`config.mk`:
```
export PLATFORM = sky130hd
export DESIGN_NAME = instr_dispatch
export DESIGN_NICKNAME = d
export VERILOG_FILES = /design/src/rtl/instr_dispatch.sv
export SDC_FILE = /design/constraint.sdc
export NUM_CORES = 1
export LEC_CHECK = 0
export BUFFER_PORTS_ARGS = -buffer_cell sky130_fd_sc_hd__buf_2
export CAP_MARGIN = 20
export CORE_UTILIZATION = 36
export DETAILED_ROUTE_END_ITERATION = 10
export MAX_ROUTING_LAYER = met4
export SETUP_SLACK_MARGIN = 0.05
export SLEW_MARGIN = 20
export SYNTH_ARGS = -nofsm -noshare
export SYNTH_HDL_FRONTEND = slang
export SYNTH_SLANG_ARGS = --single-unit
export TNS_END_PERCENT = 50
```
`constraint.sdc`:
```
create_clock -name clk -period 7.58 [get_ports clk]
set_input_delay 1.516 -clock clk [delete_from_list [all_inputs] [get_ports clk]]
set_output_delay 1.516 -clock clk [all_outputs]
set_load 0.05 [all_outputs]
```
`src/rtl/instr_dispatch.sv`:
```
// instr_dispatch: captures a 64-bit instruction from the fetch FSM, decodes
// it, launches one execution engine (load / compute / store) with a
// start/done handshake and returns a one-cycle completion pulse.
// Keeps sticky error flags and a wrapping completed-instruction counter.
// Optional feature macro: DISPATCH_TIMEOUT_EN (adds WAIT timeout and the
// timeout_err output port).
module instr_dispatch #(
   parameter int unsigned TIMEOUT_CYCLES = 65535,
   parameter int unsigned CNT_W          = 16
) (
   input  logic             clk,
   input  logic             rst,
   input  logic             instruction_enable,
   input  logic [63:0]      ctr,
   output logic             instr_exe_state,
   output logic             busy,
   output logic             ld_start,
   input  logic             ld_done,
   output logic             cmp_start,
   input  logic             cmp_done,
   output logic             st_start,
   input  logic             st_done,
   output logic [19:0]      ext_addr,
   output logic [11:0]      buf_addr,
   output logic [15:0]      xfer_len,
   output logic [11:0]      op_param,
   output logic             illegal_op,
   output logic             overrun,
   input  logic             err_clr,
`ifdef DISPATCH_TIMEOUT_EN
   output logic             timeout_err,
`endif
   output logic [CNT_W-1:0] instr_count
);

   typedef enum logic [2:0] {
      S_IDLE,
      S_DECODE,
      S_ISSUE,
      S_WAIT,
      S_DONE
   } state_t;

   localparam logic [3:0] OP_NOP   = 4'h0;
   localparam logic [3:0] OP_LOAD  = 4'h1;
   localparam logic [3:0] OP_COMP  = 4'h2;
   localparam logic [3:0] OP_STORE = 4'h3;

   state_t      state_q;
   state_t      state_d;
   logic [63:0] ir_q;
   logic [3:0]  opcode;
   logic        is_engine;
   logic        sel_done;
   logic        timeout_hit;
   logic        illegal_set;
   logic        overrun_set;

   assign opcode    = ir_q[63:60];
   assign is_engine = (opcode == OP_LOAD) || (opcode == OP_COMP) || (opcode == OP_STORE);

   // Field outputs come straight from the instruction register, which only
   // reloads on an accepted instruction, so they hold from DECODE onward.
   assign ext_addr = ir_q[59:40];
   assign buf_addr = ir_q[39:28];
   assign xfer_len = ir_q[27:12];
   assign op_param = ir_q[11:0];

   assign illegal_set = (state_q == S_DECODE) && !is_engine && (opcode != OP_NOP);
   assign overrun_set = instruction_enable && (state_q != S_IDLE);

   // Only the engine selected by the current opcode may complete the WAIT.
   always_comb begin
      sel_done = 1'b0;
      case (opcode)
         OP_LOAD:  sel_done = ld_done;
         OP_COMP:  sel_done = cmp_done;
         OP_STORE: sel_done = st_done;
         default:  sel_done = 1'b0;
      endcase
   end

`ifdef DISPATCH_TIMEOUT_EN
   localparam int unsigned WAIT_W = (TIMEOUT_CYCLES > 1) ? $clog2(TIMEOUT_CYCLES) : 1;

   logic [WAIT_W-1:0] wait_cnt_q;

   // Counter value c means c+1 WAIT cycles elapsed at the end of this cycle,
   // so matching TIMEOUT_CYCLES-1 leaves WAIT after exactly TIMEOUT_CYCLES.
   assign timeout_hit = (state_q == S_WAIT) && (wait_cnt_q == WAIT_W'(TIMEOUT_CYCLES - 1));

   // WAIT cycle counter: cleared while issuing, counts every WAIT cycle.
   always_ff @(posedge clk or posedge rst) begin
      if (rst)
         wait_cnt_q <= '0;
      else if (state_q == S_ISSUE)
         wait_cnt_q <= '0;
      else if (state_q == S_WAIT)
         wait_cnt_q <= wait_cnt_q + WAIT_W'(1);
   end

   // Sticky timeout flag; a done in the expiry cycle suppresses it.
   always_ff @(posedge clk or posedge rst) begin
      if (rst)
         timeout_err <= 1'b0;
      else if (timeout_hit && !sel_done)
         timeout_err <= 1'b1;
      else if (err_clr)
         timeout_err <= 1'b0;
   end
`else
   assign timeout_hit = 1'b0;
`endif

   // State register.
   always_ff @(posedge clk or posedge rst) begin
      if (rst)
         state_q <= S_IDLE;
      else
         state_q <= state_d;
   end

   // Next-state logic.
   always_comb begin
      state_d = state_q;
      case (state_q)
         S_IDLE:   if (instruction_enable) state_d = S_DECODE;
         S_DECODE: state_d = is_engine ? S_ISSUE : S_DONE;
         S_ISSUE:  state_d = S_WAIT;
         S_WAIT:   if (sel_done || timeout_hit) state_d = S_DONE;
         S_DONE:   state_d = S_IDLE;
         default:  state_d = S_IDLE;
      endcase
   end

   // State-decoded outputs.
   always_comb begin
      busy            = (state_q != S_IDLE);
      instr_exe_state = (state_q == S_DONE);
      ld_start        = (state_q == S_ISSUE) && (opcode == OP_LOAD);
      cmp_start       = (state_q == S_ISSUE) && (opcode == OP_COMP);
      st_start        = (state_q == S_ISSUE) && (opcode == OP_STORE);
   end

   // Instruction register: loads only on an accepted strobe in IDLE.
   always_ff @(posedge clk or posedge rst) begin
      if (rst)
         ir_q <= '0;
      else if ((state_q == S_IDLE) && instruction_enable)
         ir_q <= ctr;
   end

   // Sticky error flags; a set in the same cycle as err_clr wins.
   always_ff @(posedge clk or posedge rst) begin
      if (rst) begin
         illegal_op <= 1'b0;
         overrun    <= 1'b0;
      end else begin
         if (illegal_set)
            illegal_op <= 1'b1;
         else if (err_clr)
            illegal_op <= 1'b0;
         if (overrun_set)
            overrun <= 1'b1;
         else if (err_clr)
            overrun <= 1'b0;
      end
   end

   // Completed-instruction counter, wraps naturally.
   always_ff @(posedge clk or posedge rst) begin
      if (rst)
         instr_count <= '0;
      else if (state_q == S_DONE)
         instr_count <= instr_count + CNT_W'(1);
   end

endmodule

```
==> results.yml <==
global_route:
  grt_pass1_vias: 2369
  grt_overflow_total: 0
  grt_start_max_net_pins: 45
  grt_pass1_wl_um: 11400
  grt_usage: 0.131
  antenna_found_initial: 0
sta:
  timing.fmax_mhz: 311
  skew_ns: 0.00738
  drv_slew: 0
  fin_hold_ws_ns: 0.491
  timing.setup.tns_ns: 0
  timing_hold_violations_final: 0
  period_share: 0.424
  max_slew_margin: 0.499
  setup_viol: 0
  fin_ws_ns: 4.37
  rsz0062_at_grt: "false"
  worst_slew_pin_slew_ns: 0.751
  fin_crit_ns: 3.21
clock_network:
  clkSinkCount: 85
  cts_setup_buffers: 0
  root_buffer: "clkbuf_16"
  cts_hold_buf: 0
  clk_pin_slew_ns: 0.06
  htreeDepth: 3
  cts_made_buffers: 9
  clock_latency_ns: 0.33
  clk_path_buf_depth: 2
  cts_tree: "done"
  cts_resized: 0
floorplanning:
  die_h_um: 109
  start_util: 0.376
  rows: 38
  dieArea_um2: 12000
  fp.coreArea_um2: 11000
  io_pins: 154
  fp.dieW_um: 109
synth:
  syn_inst: 289
  ys_seq_area_frac: 0.513
  ys_warn_count: 0
  syn_avg_cell_area_um2: 14.3
  yosysUniqueCellTypes: 31
  syn_nets: 361
  synth_seq_cells: 85
  synthesis.area_um2: 4150
drt:
  drc_errors: 0
  drt_wl_total_um: 7270
  via_count: 2370
  wire_per_inst_um: 13.7
  postRouteAntennaNets: 0
  vias_per_cell: 4.45
  first_pass_iters: 4
  drtIter0Drc: 53
critical_path:
  cp-start-kind: "flip-flop"
  rrSetupSlack_ns: 4.93
  criticalPathCategory: "flip-flop to output pin"
  rr_worst_depth: 4
  worstPathRequired_ns: 6.06
  critPathArrivalTime_ns: 1.69
  cp_max_fo: 9
  worst_setup_path_end_kind: "output pin"
flow_run:
  drv_cap: 0
outcome:
  status: "completed"
layout:
  area.growth.synth_to_final_pct: 16.6
  multi_input_area_um2: 1420
  nets: 460
  layout-drive-gt1-share: 0.620
  num-fill-cells: 1051
  n_antenna_cell: 0
  final-seq-area_um2: 2130
  post-route-util: 0.438
worst_hold_path:
  hold_class: "flip-flop to flip-flop"
  min_path_cells: 1
placement:
  place_congestion: 0.664
  io_buffers: 153
  place_ws_ns: 4.11
  place_hpwl_um: 5150
==> synthesized netlist by cell type (all sizes together) <==
cell type	instances	share of area
nor3	1	0.0012
and4bb	1	0.0039
a21oi	2	0.0024
and3	4	0.0063
buf	67	0.14
nand4	2	0.0030
nand2	10	0.0091
xor2	4	0.0084
nor3b	1	0.0018
and2	1	0.0015
o32ai	1	0.0021
inv	4	0.0036
and4	3	0.0063
ha	1	0.0030
nand3	6	0.0072
o31a	1	0.0024
nor2	9	0.012
nand2b	3	0.0045
mux2	66	0.23
mux2i	1	0.0024
nor4	1	0.0015
xnor2	11	0.023
or3	2	0.0045
dfrtp	85	0.51
o21ai	2	0.0024
==> routing by layer <==
layer	GRT usage	routed length, um	vias up
met1	0.160	3220	1154
met2	0.195	3410	93
met4	0.0743	123	0
li1	-	-	1111
met3	0.0373	523	12
met5	-	0	-
==> placed cells by master, fill, tap and decap left out, drive strengths merged <==
master,n
and4,3
o31a,1
clkinv,4
nand2,10
nand3,6
nand2b,3
or3,2
and4bb,1
bufinv,2
nor3,1
o21ai,2
nand4,2
xor2,4
mux2i,1
and3,4
dfrtp,85
o32ai,1
ha,1
inv,3
and2,1
nor3b,1
nor4,1
a21oi,2
xnor2,11
nor2,9
clkbuf,10
mux2,66
buf,155
==> critical path, stage by stage (launching register included) <==
cell and delay [ns]:
dfrtp_1 0.46, nor3b_1 0.52, buf_2 0.38
==> final cells by class <==
cell class,count,area share
clock buffer,10,0.0494
clock inverter,5,0.0155
inverter,4,0.00336
multi-input combinational,133,0.294
sequential,85,0.440
tap,140,0.0362
timing repair buffer,155,0.161
==> worst paths after layout <==
| check | from | endpoint |
|---|---|---|
| min in group asynchronous | rst | ir_q[6] |
| worst min-delay path | instr_count[12] | instr_count[12] |
| max in group asynchronous | rst | ir_q[27] |
| worst max register to register | state_q[1] | ir_q[1] |
| worst min register to register | instr_count[12] | instr_count[12] |
| worst max-delay path | state_q[1] | instr_exe_state |
==> state kept, by name (all words and copies together), names as in the netlist <==
signal / flops
instr_count: 16
overrun: 1
ir_q: 64
illegal_op: 1
state_q: 3
==> stage by stage <==
step           cells  cell area [um2]
2_1_floorplan    289             4150
3_3_place_gp     517             4520
3_5_place_dp     517             4520
4_1_cts          532             4840
5_1_grt          532             4840
6_report         532             4840
==> cell families (layout without fill, tap and decap cells) <==
family	Yosys count	after routing	share of synthesized area
multiplexers	67	67	0.236
flip-flops	85	85	0.513
buffers and inverters	71	174	0.144
AND/OR/NAND/NOR	44	44	0.0631
adder cells (fa/ha/maj)	1	1	0.00302
AO/OA/AOI/OAI	6	6	0.00935
XOR/XNOR	15	15	0.0317
Power is not shown: default switching activity piles up to over one toggle a cycle in this logic, so the estimate is an artifact.
